## src/rtl/flash_spi_arb.sv

```systemverilog
// flash_spi_arb
//   Shares one byte-level SPI master between the flash write engine (wr_*)
//   and the flash read engine (rd_*). Ownership covers a whole transaction,
//   from the first request byte through finish, so chip-select framing is
//   never split between engines. Round-robin fairness on ties, an enforced
//   CS-high gap after every transaction, and a watchdog that force-releases
//   a stalled owner.
//
// Ports
//   clk, rst                   system clock, synchronous active-high reset
//   wr_req/wr_din/wr_finish    write engine byte request, byte, end-of-transaction
//   wr_done/wr_dout/wr_gnt     byte-done, received byte, ownership to write engine
//   rd_*                       same set for the read engine
//   spi_req/spi_din/spi_finish registered request, byte, finish to SPI master
//   spi_done/spi_dout          byte complete and received byte from SPI master
//   busy                       arbiter not idle
//   timeout_err                one-cycle pulse on watchdog release
//   ovf_err                    one-cycle pulse when a pending byte is overwritten
module flash_spi_arb #(
  parameter int unsigned TIMEOUT_CYC = 1000,
  parameter int unsigned GAP_CYC     = 2
) (
  input  logic       clk,
  input  logic       rst,
  input  logic       wr_req,
  input  logic [7:0] wr_din,
  input  logic       wr_finish,
  output logic       wr_done,
  output logic [7:0] wr_dout,
  output logic       wr_gnt,
  input  logic       rd_req,
  input  logic [7:0] rd_din,
  input  logic       rd_finish,
  output logic       rd_done,
  output logic [7:0] rd_dout,
  output logic       rd_gnt,
  output logic       spi_req,
  output logic [7:0] spi_din,
  output logic       spi_finish,
  input  logic       spi_done,
  input  logic [7:0] spi_dout,
  output logic       busy,
  output logic       timeout_err,
  output logic       ovf_err
);

  localparam int unsigned WD_W  = (TIMEOUT_CYC > 2) ? $clog2(TIMEOUT_CYC) : 1;
  localparam int unsigned GAP_W = (GAP_CYC > 1) ? $clog2(GAP_CYC) : 1;
  localparam logic [WD_W-1:0]  WD_LAST  = WD_W'(TIMEOUT_CYC - 1);
  localparam logic [GAP_W-1:0] GAP_LAST = GAP_W'(GAP_CYC - 1);

  typedef enum logic [1:0] {
    IDLE  = 2'd0,
    OWN_W = 2'd1,
    OWN_R = 2'd2,
    GAP   = 2'd3
  } state_e;

  state_e           state_q, state_d;
  logic             last_rd_q, last_rd_d;     // 1: read engine served last
  logic             pend_w_q, pend_w_d;
  logic [7:0]       pend_w_byte_q, pend_w_byte_d;
  logic             pend_r_q, pend_r_d;
  logic [7:0]       pend_r_byte_q, pend_r_byte_d;
  logic [WD_W-1:0]  wd_q, wd_d;
  logic [GAP_W-1:0] gap_q, gap_d;
  logic             spi_req_q, spi_req_d;
  logic [7:0]       spi_din_q, spi_din_d;
  logic             spi_finish_q, spi_finish_d;
  logic             tmo_q, tmo_d;
  logic             ovf_q, ovf_d;

  // Combinational helpers
  logic             cand_w, cand_r;
  logic             grant_w, grant_r;
  logic             park_w, park_r;
  logic             own_rd, own_req, own_fin;
  logic [7:0]       own_din;
  logic [WD_W-1:0]  wd_inc;

  always_ff @(posedge clk) begin
    if (rst) begin
      state_q       <= IDLE;
      last_rd_q     <= 1'b1;
      pend_w_q      <= 1'b0;
      pend_w_byte_q <= '0;
      pend_r_q      <= 1'b0;
      pend_r_byte_q <= '0;
      wd_q          <= '0;
      gap_q         <= '0;
      spi_req_q     <= 1'b0;
      spi_din_q     <= '0;
      spi_finish_q  <= 1'b0;
      tmo_q         <= 1'b0;
      ovf_q         <= 1'b0;
    end else begin
      state_q       <= state_d;
      last_rd_q     <= last_rd_d;
      pend_w_q      <= pend_w_d;
      pend_w_byte_q <= pend_w_byte_d;
      pend_r_q      <= pend_r_d;
      pend_r_byte_q <= pend_r_byte_d;
      wd_q          <= wd_d;
      gap_q         <= gap_d;
      spi_req_q     <= spi_req_d;
      spi_din_q     <= spi_din_d;
      spi_finish_q  <= spi_finish_d;
      tmo_q         <= tmo_d;
      ovf_q         <= ovf_d;
    end
  end

  always_comb begin
    state_d       = state_q;
    last_rd_d     = last_rd_q;
    pend_w_d      = pend_w_q;
    pend_w_byte_d = pend_w_byte_q;
    pend_r_d      = pend_r_q;
    pend_r_byte_d = pend_r_byte_q;
    wd_d          = wd_q;
    gap_d         = gap_q;
    spi_req_d     = 1'b0;
    spi_din_d     = spi_din_q;
    spi_finish_d  = 1'b0;
    tmo_d         = 1'b0;
    ovf_d         = 1'b0;
    grant_w       = 1'b0;
    grant_r       = 1'b0;
    park_w        = 1'b0;
    park_r        = 1'b0;

    cand_w  = wr_req | pend_w_q;
    cand_r  = rd_req | pend_r_q;
    own_rd  = (state_q == OWN_R);
    own_req = own_rd ? rd_req    : wr_req;
    own_fin = own_rd ? rd_finish : wr_finish;
    own_din = own_rd ? rd_din    : wr_din;
    wd_inc  = wd_q + WD_W'(1);

    unique case (state_q)
      IDLE: begin
        // On a tie the engine not served last wins.
        grant_w = cand_w & (~cand_r | last_rd_q);
        grant_r = cand_r & ~grant_w;
        if (grant_w) begin
          state_d   = OWN_W;
          last_rd_d = 1'b0;
          spi_req_d = 1'b1;
          spi_din_d = wr_req ? wr_din : pend_w_byte_q;
          pend_w_d  = 1'b0;
          wd_d      = '0;
        end else if (grant_r) begin
          state_d   = OWN_R;
          last_rd_d = 1'b1;
          spi_req_d = 1'b1;
          spi_din_d = rd_req ? rd_din : pend_r_byte_q;
          pend_r_d  = 1'b0;
          wd_d      = '0;
        end
        park_w = wr_req & ~grant_w;
        park_r = rd_req & ~grant_r;
      end

      OWN_W, OWN_R: begin
        // The non-owner always parks; the owner parks only a request that
        // coincides with its own finish (it opens a later transaction).
        park_w = wr_req & (own_rd | own_fin);
        park_r = rd_req & (~own_rd | own_fin);
        if (own_fin) begin
          spi_finish_d = 1'b1;
          state_d      = GAP;
          gap_d        = '0;
          wd_d         = '0;
        end else if (own_req) begin
          spi_req_d = 1'b1;
          spi_din_d = own_din;
          wd_d      = '0;
        end else if (spi_done) begin
          wd_d = '0;
        end else if (wd_inc == WD_LAST) begin
          // Decided the cycle the count reaches TIMEOUT_CYC-1 so the
          // registered finish lands TIMEOUT_CYC cycles after last activity.
          spi_finish_d = 1'b1;
          tmo_d        = 1'b1;
          state_d      = GAP;
          gap_d        = '0;
          wd_d         = '0;
        end else begin
          wd_d = wd_inc;
        end
      end

      GAP: begin
        park_w = wr_req;
        park_r = rd_req;
        if (gap_q == GAP_LAST) begin
          state_d = IDLE;
          gap_d   = '0;
        end else begin
          gap_d = gap_q + GAP_W'(1);
        end
      end

      default: begin
        state_d = IDLE;
      end
    endcase

    if (park_w) begin
      if (pend_w_q) begin
        ovf_d = 1'b1;
      end
      pend_w_d      = 1'b1;
      pend_w_byte_d = wr_din;
    end
    if (park_r) begin
      if (pend_r_q) begin
        ovf_d = 1'b1;
      end
      pend_r_d      = 1'b1;
      pend_r_byte_d = rd_din;
    end
  end

  // Zero-latency return path keyed on the registered owner.
  always_comb begin
    wr_done = 1'b0;
    wr_dout = '0;
    rd_done = 1'b0;
    rd_dout = '0;
    if (state_q == OWN_W) begin
      wr_done = spi_done;
      wr_dout = spi_dout;
    end else if (state_q == OWN_R) begin
      rd_done = spi_done;
      rd_dout = spi_dout;
    end
  end

  assign wr_gnt      = (state_q == OWN_W);
  assign rd_gnt      = (state_q == OWN_R);
  assign busy        = (state_q != IDLE);
  assign spi_req     = spi_req_q;
  assign spi_din     = spi_din_q;
  assign spi_finish  = spi_finish_q;
  assign timeout_err = tmo_q;
  assign ovf_err     = ovf_q;

endmodule

```

## config.mk

```make
export PLATFORM = sky130hd
export DESIGN_NAME = flash_spi_arb
export DESIGN_NICKNAME = d
export VERILOG_FILES = /design/src/rtl/flash_spi_arb.sv
export SDC_FILE = /design/constraint.sdc
export NUM_CORES = 1
export LEC_CHECK = 0
export CAP_MARGIN = 20
export CORE_MARGIN = 10
export CORE_UTILIZATION = 54
export CTS_BUF_LIST = sky130_fd_sc_hd__clkbuf_16
export DETAILED_ROUTE_END_ITERATION = 7
export GPL_ROUTABILITY_DRIVEN = 0
export PLACE_DENSITY = 0.86
export SYNTH_ARGS = -nofsm -noshare
export SYNTH_HDL_FRONTEND = slang
export SYNTH_SLANG_ARGS = --single-unit
export TNS_END_PERCENT = 20
```

## constraint.sdc

```tcl
create_clock -name clk -period 3.3 [get_ports clk]
set_input_delay 0.495 -clock clk [delete_from_list [all_inputs] [get_ports clk]]
set_output_delay 0.495 -clock clk [all_outputs]
set_load 0.02 [all_outputs]
```

==> metrics.txt <==
htree depth 2; Worst R2R Start state_q[0]$_SDFFE_PP0P_; overall power 2.865 mW; initial antenna violation count 0; most used cells in the layout excluding fill and tap cells clkdlybuf4s50_1, dfxtp_1, nor2_1; clock tree sinks 44; crit path kind flip-flop to output pin; Setup crit start kind flip-flop; wire length per cell 16.36 um; gr usage total 17.13%; WP data arrival 2190 ps; Root Driver clkbuf_16; Worst Hold Class flip-flop to flip-flop; worst skew pair latency 290 ps; Power Density 820.8 nW/um2; MaxCap Viol Count 0; Leak 1.388 nW; Worst slew margin 60.91%; Final Util 73.91%; Fillers 355; commonest non-fill, non-tap cell in the layout clkdlybuf4s50_1; Yosys reg bits 44; clk slew on worst S/H paths 70 ps; setup TNS 0 ps; outcome finished clean; total number of vias 2561; Syn Inst Count 314; layout cells sized above 1 6.952%; crit end category output pin; VDD IR max 0.0004868 V; row cnt 25; period utilization 81.47%; worst slew pin tran 582.0 ps; Die W 89.79 um; asr flop ratio synth 0%; worst setup path startpoint state_q[1]$_SDFFE_PP0P_; drc violations 0; # diodes 0; Post-CTS Setup Inserts 0; gr ovfl total 0; HPWL after DPL 5266 um; Core Region 4723 um2; max frequency 0.3719 GHz; synthesis-to-finish area growth 32.73%; DR vias/cell 5.807; final setup vio count 0; vias in the first global route 2503; syn avg cell area 8.376 um2; Top FF cell, synth dfxtp_1; DRT Wirelength 7214 um; NumNets Final 410; worst setup slack after layout 611.4 ps; die height 89.79 um; first-pass GRT wire length 11830 um; CTS resizes 0; Setup Skew 8.105 ps; DR iter-0 viols 213; Clock Path Buffers 2; CTS Hold Bufs 0; Starting Density 55.68%; RSZ-0062 raised after global routing false; Slew Limit Fails 0; cts bufs inserted 5; fin crit period 2689 ps; Post-Place Setup Slack 702.5 ps; synth warn 0; CP max FO 11; endpoints failing hold 0; sequential element share of the synthesized area 33.49%; largest net degree at the start of global routing 38; DRT antenna net count 0; R2R Setup Slk 750 ps; Yosys cell types 48; I/O Buffers 63; Net Count, Synth 351; Mapped Area 2630 um2; CTS tree done; data required time at the worst endpoint 2800 ps; Worst Hold Launch spi_din[5]$_SDFFE_PP0P_; io pins 64; TritonRoute pass-1 iters 4; EDFF count, synth 0; die area 8062 um2
## worst max-delay path, stage by stage, from the launching register on
cell	delay (ps)
dfxtp_1	370
inv_1	70
ha_1	280
nor2b_1	390
and2_1	200
clkdlybuf4s50_1	600
## state kept, by name, summed over array words and instances (netlist names)
| name | cells |
|---|---|
| pend_r_byte_q | 8 |
| gap_q | 1 |
| pend_w_byte_q | 8 |
| spi_finish | 1 |
| ovf_err | 1 |
| pend_r_q | 1 |
| spi_din | 8 |
| wd_q | 10 |
| pend_w_q | 1 |
| last_rd_q | 1 |
| state_q | 2 |
| timeout_err | 1 |
| spi_req | 1 |
## cell families (layout without fill, tap and decap cells)
logic type                 count (synthesis)  after routing  synth area share (%)
and+or+nand+nor                          127            127                 25.26
AOI/OAI and AO/OA                         66             66                 17.51
DFF                                       44             44                 33.49
muxes                                     42             42                 16.03
buffers and inverters                     28             88                 4.520
adders and majority gates                  6              6                 2.854
xor gates and xnor gates                   1              1                0.3331
## stage by stage
step / cell area, um2 / hold slack (ps) / cells
6_report: 3491 / 457.0 / 441
5_1_grt: 3491 / 482.1 / 441
4_1_cts: 3491 / 460.1 / 441
3_5_place_dp: 3316 / 450.3 / 433
3_3_place_gp: 3316 / 446.9 / 433
2_1_floorplan: 2630 / 462.7 / 314
## cell type report
class | instances | area (um2) | area share, %
clock buffers | 5 | 125.1 | 3.584
multi-input cells | 242 | 1630 | 46.70
clock inverters | 3 | 50.05 | 1.434
flip-flops and latches | 44 | 880.8 | 25.23
inverters | 10 | 37.54 | 1.075
well taps | 67 | 83.83 | 2.401
repair buffers | 70 | 683.2 | 19.57
## cells in the mapped netlist (4+ instances only)
library cell  number  share of area [%]
nand3_1            6                1.1
nor2_1            43                6.1
and2_1            20                4.8
a21oi_1           19                3.6
buf_2             11                2.1
o21ai_0           10                1.9
and3_1             6                1.4
o31ai_1            4                1.1
nor3_1            12                2.3
clkbuf_1           7                1.0
dfxtp_1           44                 33
a211o_1            8                2.7
nand2_1           18                2.6
nand2b_1           5                1.2
nand4_1            5                1.2
ha_1               6                2.9
inv_1             10                1.4
mux2i_1           41                 16
## where the power goes
part           internal, mW  switching, mW
Clock                 0.365          0.227
Combinational         0.669          0.867
Sequential            0.658         0.0799
## layer usage
| metal | vias to the layer above | GRT usage [%] | share of wire, % |
|---|---|---|---|
| met5 | - | 0 | 0 |
| met4 | 0 | 7.008 | 2.0 |
| met3 | 16 | 4.572 | 6.8 |
| met1 | 1182 | 19.69 | 43 |
| li1 | 1246 | - | - |
| met2 | 117 | 29.24 | 49 |
## final timing paths
path                             end  cells after the start
max reg2reg     wd_q[9]$_SDFFE_PP0P_                      8
min reg2reg  spi_din[5]$_SDFFE_PP0P_                      2
max                       rd_dout[2]                      5
min          spi_din[5]$_SDFFE_PP0P_                      2
Note: power is estimated with default switching activity, not from simulation.
==> RTL edit 1 (same settings) <==
Reset style: asynchronous (`rst`), changed in one clocked block. Comments in the files are not updated.
--- a/src/rtl/flash_spi_arb.sv
+++ b/src/rtl/flash_spi_arb.sv
@@ -78,7 +78,7 @@
   logic [7:0]       own_din;
   logic [WD_W-1:0]  wd_inc;
 
-  always_ff @(posedge clk) begin
+  always_ff @(posedge clk or posedge rst) begin
     if (rst) begin
       state_q       <= IDLE;
       last_rd_q     <= 1'b1;
Formal check against the unedited RTL: differs if rst is asserted again (counterexample within 4 cycles, from zero or initial values and one cycle with rst high); with rst held inactive, the same outputs for 10 cycles.
==> RTL edit 1 against the unedited design <==
Area after synthesis up 4.8%. Critical endpoint is now rd_dout[5]. Total power up 17%. Global-route usage up 0.21 points. Wire length up 0.64%. Largest cell class unchanged. Sequential cell count unchanged. Setup slack worse by 0.10 ns. Clock skew about the same. Via count down 5.1%. Final area up 3.9%. Synthesized cell count down 7.3%.
==> RTL edit 1: results (changes against the unedited design) <==
- Vias in the first global route: 2503 (unchanged)
- Top post-synthesis cells by area: dfrtp_1, mux2i_1, mux2_2 (was dfxtp_1, mux2i_1, nor2_1)
- Global-route usage over all layers: 17.3% (was 17.1%)
- Detailed-placement wirelength estimate: 5350 um (was 5270 um)
- R2r setup slk: 0.59 ns (was 0.75 ns)
- Main flop type after synthesis: dfrtp_1 (was dfxtp_1)
- Max VDD drop: 563 uV (was 487 uV)
- Worst slew margin: 43.5% (was 60.9%)
- Leak: 1.52 nW (was 1.39 nW)
- First-pass GRT wire length: 12100 um (was 11800 um)
- Reg2reg path depth: 7 (was 8)
- RR Endpoint: pend_r_byte_q[6] (was wd_q[9])
- Hold Path Sink: spi_din[4] (was spi_din[5])
- Via count: 2431 (was 2561)
- DP Area: 3440 um2 (was 3320 um2)
- Syn_nets: 328 (was 351)
- Drt total wl: 7260 um (was 7210 um)
- Share of layout cells above drive strength 1: 13.2% (was 6.95%)
- Arrival time at the worst endpoint: 2.30 ns (was 2.19 ns)
- DRT iter0 DRCs: 219 (was 213)
- M1 GR Usage: 22.1% (was 19.7%)
- Yosys cell types: 52 (was 48)
- Register area share after synthesis: 40.0% (was 33.5%)
- Outcome: finished clean (unchanged)
- Launching point of the worst reg2reg path: state_q[1] (was state_q[0])
- Max stage delay on crit path: 0.60 ns (about the same)
- Top cells by count, synth: dfrtp_1, nand2_1, a21oi_1, and2_1 (was dfxtp_1, nor2_1, mux2i_1, and2_1, a21oi_1)
- Final clock skew: 0.00825 ns (was 0.00811 ns)
- Fin nets: 392 (was 410)
- Grt met3 use: 4.28% (was 4.57%)
- HP Start: spi_din[4] (was spi_din[5])
- Fill cell count: 343 (was 355)
- Async SR Flop Fraction: 100% (was 0%)
- Met2 usage: 27.4% (was 29.2%)
- Initial antenna violation count: 0 (unchanged)
- Largest net degree at the start of global routing: 28 (was 38)
- Internal Power: 1.96 mW (was 1.69 mW)
- Port bufs: 63 (unchanged)
RTL edit 1: how the worst max path moves through the flow:
stage                    start    endpoint  slack, ns  cells past startpoint
finish              state_q[1]  rd_dout[5]       0.51                      5
global route        state_q[1]  rd_dout[6]       0.33                      5
CTS                 state_q[1]  rd_dout[5]       0.48                      5
detailed placement      wr_req     wd_q[9]       0.55                      8
global placement        rd_req     wd_q[3]       0.61                      7
floorplan           state_q[0]     rd_done       0.93                      5
RTL edit 1: cell type report:
| class | count | area, um2 | area share, % |
|---|---|---|---|
| clock buffer | 5 | 125 | 3.45 |
| clock inverter | 3 | 42.5 | 1.17 |
| inverter | 11 | 41.3 | 1.14 |
| multi-input combinational | 222 | 1530 | 42.3 |
| sequential | 44 | 1100 | 30.4 |
| tap | 67 | 83.8 | 2.31 |
| timing repair buffer | 71 | 698 | 19.2 |
RTL edit 1: worst register-to-register path: stages (launching register included):
cell and delay (ns):
dfrtp_1 0.41, inv_1 0.09, ha_1 0.40, inv_1 0.35, nor3b_1 0.35, a21oi_1 0.10
o21ai_2 0.50, mux2_2 0.40
RTL edit 1: per-stage QoR:
stage / utilization (%) / hold slack [ns] / cells / total power, mW / setup slack [ns]
finish: 74.8 / 0.481 / 423 / 3.36 / 0.510
detailed placement: 71.0 / 0.470 / 414 / 2.78 / 0.546
global route: 74.8 / 0.499 / 423 / 3.60 / 0.325
CTS: 74.5 / 0.484 / 422 / 3.36 / 0.480
global placement: 71.0 / 0.458 / 414 / 2.71 / 0.615
floorplan: - / 0.444 / 291 / 2.15 / 0.932
RTL edit 1: layer usage:
layer,share of wire [%],wire (um)
met1,45,3300
met3,6.7,489
met4,1.3,93
met5,0,0
met2,47,3380
RTL edit 1: power by group through the flow:
stage | clock network (mW) | registers [mW] | logic [mW]
final | 0.562 | 0.886 | 1.91
after global routing | 0.592 | 0.914 | 2.10
after CTS | 0.568 | 0.883 | 1.91
after detailed placement | 0 | 0.893 | 1.88
after global placement | 0 | 0.884 | 1.82
after floorplan | 0 | 0.942 | 1.21
RTL edit 1: cell families (layout without fill, tap and decap cells):
kind of cell | count (synthesis) | count (layout) | synth area share, %
DFF | 44 | 44 | 40.0
adders and majority gates | 6 | 6 | 2.72
and+or+nand+nor | 105 | 105 | 20.7
buffers and inverters | 25 | 90 | 4.31
AOI/OAI and AO/OA | 73 | 73 | 17.5
muxes | 36 | 36 | 14.2
xor gates and xnor gates | 2 | 2 | 0.636
==> RTL edit 2 (config.mk and constraints unchanged) <==
Without the edit above. Change the parameter `GAP_CYC` from 2 to 1.
--- a/src/rtl/flash_spi_arb.sv
+++ b/src/rtl/flash_spi_arb.sv
@@ -18,7 +18,7 @@
 //   ovf_err                    one-cycle pulse when a pending byte is overwritten
 module flash_spi_arb #(
   parameter int unsigned TIMEOUT_CYC = 1000,
-  parameter int unsigned GAP_CYC     = 2
+  parameter int unsigned GAP_CYC     = 1
 ) (
   input  logic       clk,
   input  logic       rst,
Behaviour: not the same (a bounded check fails within 4 cycles, from zero or initial values and one cycle with rst high).
==> RTL edit 2 against the unedited design <==
Die area decreased by 0.78%. Final area decreased by 1.8%. Area after synthesis down 1.0%. Wire length down 3.1%. Register-to-register slack worse by 0.17 ns. Cell count fell by 2.9%. Sequential share of layout area down 0.11 points. Clock skew down 0.0040 ns. Setup slack got worse by 0.081 ns. Largest cell class unchanged. Sequential cell count down 1. Critical path type unchanged. Maximum frequency shrank 2.9%. Clock power fell by 4.0%. Total power shrank 5.2%.
==> RTL edit 2: results (changes against the unedited design) <==
- Final clock skew: 0.00408 ns (was 0.00811 ns)
- Inserted Clock Buffers: 5 (unchanged)
- Internal Power: 1.63 mW (was 1.69 mW)
- Top post-synthesis cells by area: dfxtp_1, mux2i_1, nor2_1 (unchanged)
- Outcome: finished clean (unchanged)
- DRT iter0 DRCs: 139 (was 213)
- Max VDD drop: 579 uV (was 487 uV)
- Via/cell ratio: 5.83 (was 5.81)
- Fin nets: 411 (was 410)
- Sw power: 1.09 mW (was 1.17 mW)
- Max stage delay on crit path: 0.62 ns (was 0.60 ns)
- Reg2reg path depth: 7 (was 8)
- HP Start: spi_din[6] (was spi_din[5])
- Post-synthesis compound-gate area fraction: 14.3% (was 17.5%)
- Largest net degree at the start of global routing: 26 (was 38)
- DP Area: 3260 um2 (was 3320 um2)
- Async SR Flop Fraction: 0% (unchanged)
- Mapped Avg Cell Area: 8.21 um2 (was 8.38 um2)
- Global-route usage over all layers: 17.4% (was 17.1%)
- Clock power share: 20.9% (was 20.7%)
- Register area share after synthesis: 33.1% (was 33.5%)
- Mux share of post-synthesis cell area: 17.7% (was 16.0%)
- Vias in the first global route: 2359 (was 2503)
- Detailed-placement wirelength estimate: 5150 um (was 5270 um)
- WL met3: 656 um (was 488 um)
- Crit path time final: 2.77 ns (was 2.69 ns)
- Placed insts: 420 (was 433)
- First-pass GRT wire length: 11000 um (was 11800 um)
- DR DRC count: 0 (unchanged)
- Drt wl/cell: 16.3 um (was 16.4 um)
- Worst slew margin: 47.8% (was 60.9%)
- Pre-CTS setup slack: 0.630 ns (was 0.702 ns)
- Routed wl met2: 3350 um (was 3500 um)
- Flop pwr share: 26.3% (was 25.7%)
- RR Endpoint: spi_din[3] (was wd_q[9])
- Drt pass-1 iters: 5 (was 4)
- Post-synthesis adder-cell area fraction: 3.36% (was 2.85%)
- Arrival time at the worst endpoint: 2.27 ns (was 2.19 ns)
- Via count: 2496 (was 2561)
- Yosys cell types: 43 (was 48)
- XOR/XNOR Fraction of Synth Area: 0.673% (was 0.333%)
- Syn_nets: 355 (was 351)
- Met1 WL: 2820 um (was 3080 um)
- CTS root buf: clkbuf_16 (unchanged)
- Top cells by count, synth: mux2i_1, nor2_1, dfxtp_1, nand2_1, a21oi_1 (was dfxtp_1, nor2_1, mux2i_1, and2_1, a21oi_1)
- Share of layout cells above drive strength 1: 5.35% (was 6.95%)
## RTL edit 2: final cells by class
| type | instances | area [um2] |
|---|---|---|
| Clock buffer | 5 | 125 |
| Clock inverter | 3 | 43.8 |
| Fill cell | 389 | 1260 |
| Inverter | 7 | 26.3 |
| Multi-Input combinational cell | 246 | 1620 |
| Sequential cell | 43 | 861 |
| Tap cell | 54 | 67.6 |
| Timing Repair Buffer | 70 | 683 |
## RTL edit 2: worst min-delay path by stage
stage,endpoint,slack [ns],depth (start not counted)
finish,spi_din[6],0.46,2
global route,spi_din[0],0.50,2
CTS,spi_din[6],0.46,2
detailed placement,spi_din[6],0.45,2
global placement,spi_din[1],0.44,2
floorplan,pend_r_byte_q[0],0.46,2
## RTL edit 2: routing by layer
| layer | GRT usage (%) | vias to the layer above |
|---|---|---|
| li1 | - | 1227 |
| met1 | 18.5 | 1149 |
| met2 | 31.4 | 103 |
| met3 | 5.93 | 17 |
| met4 | 5.92 | 0 |
| met5 | 0 | - |
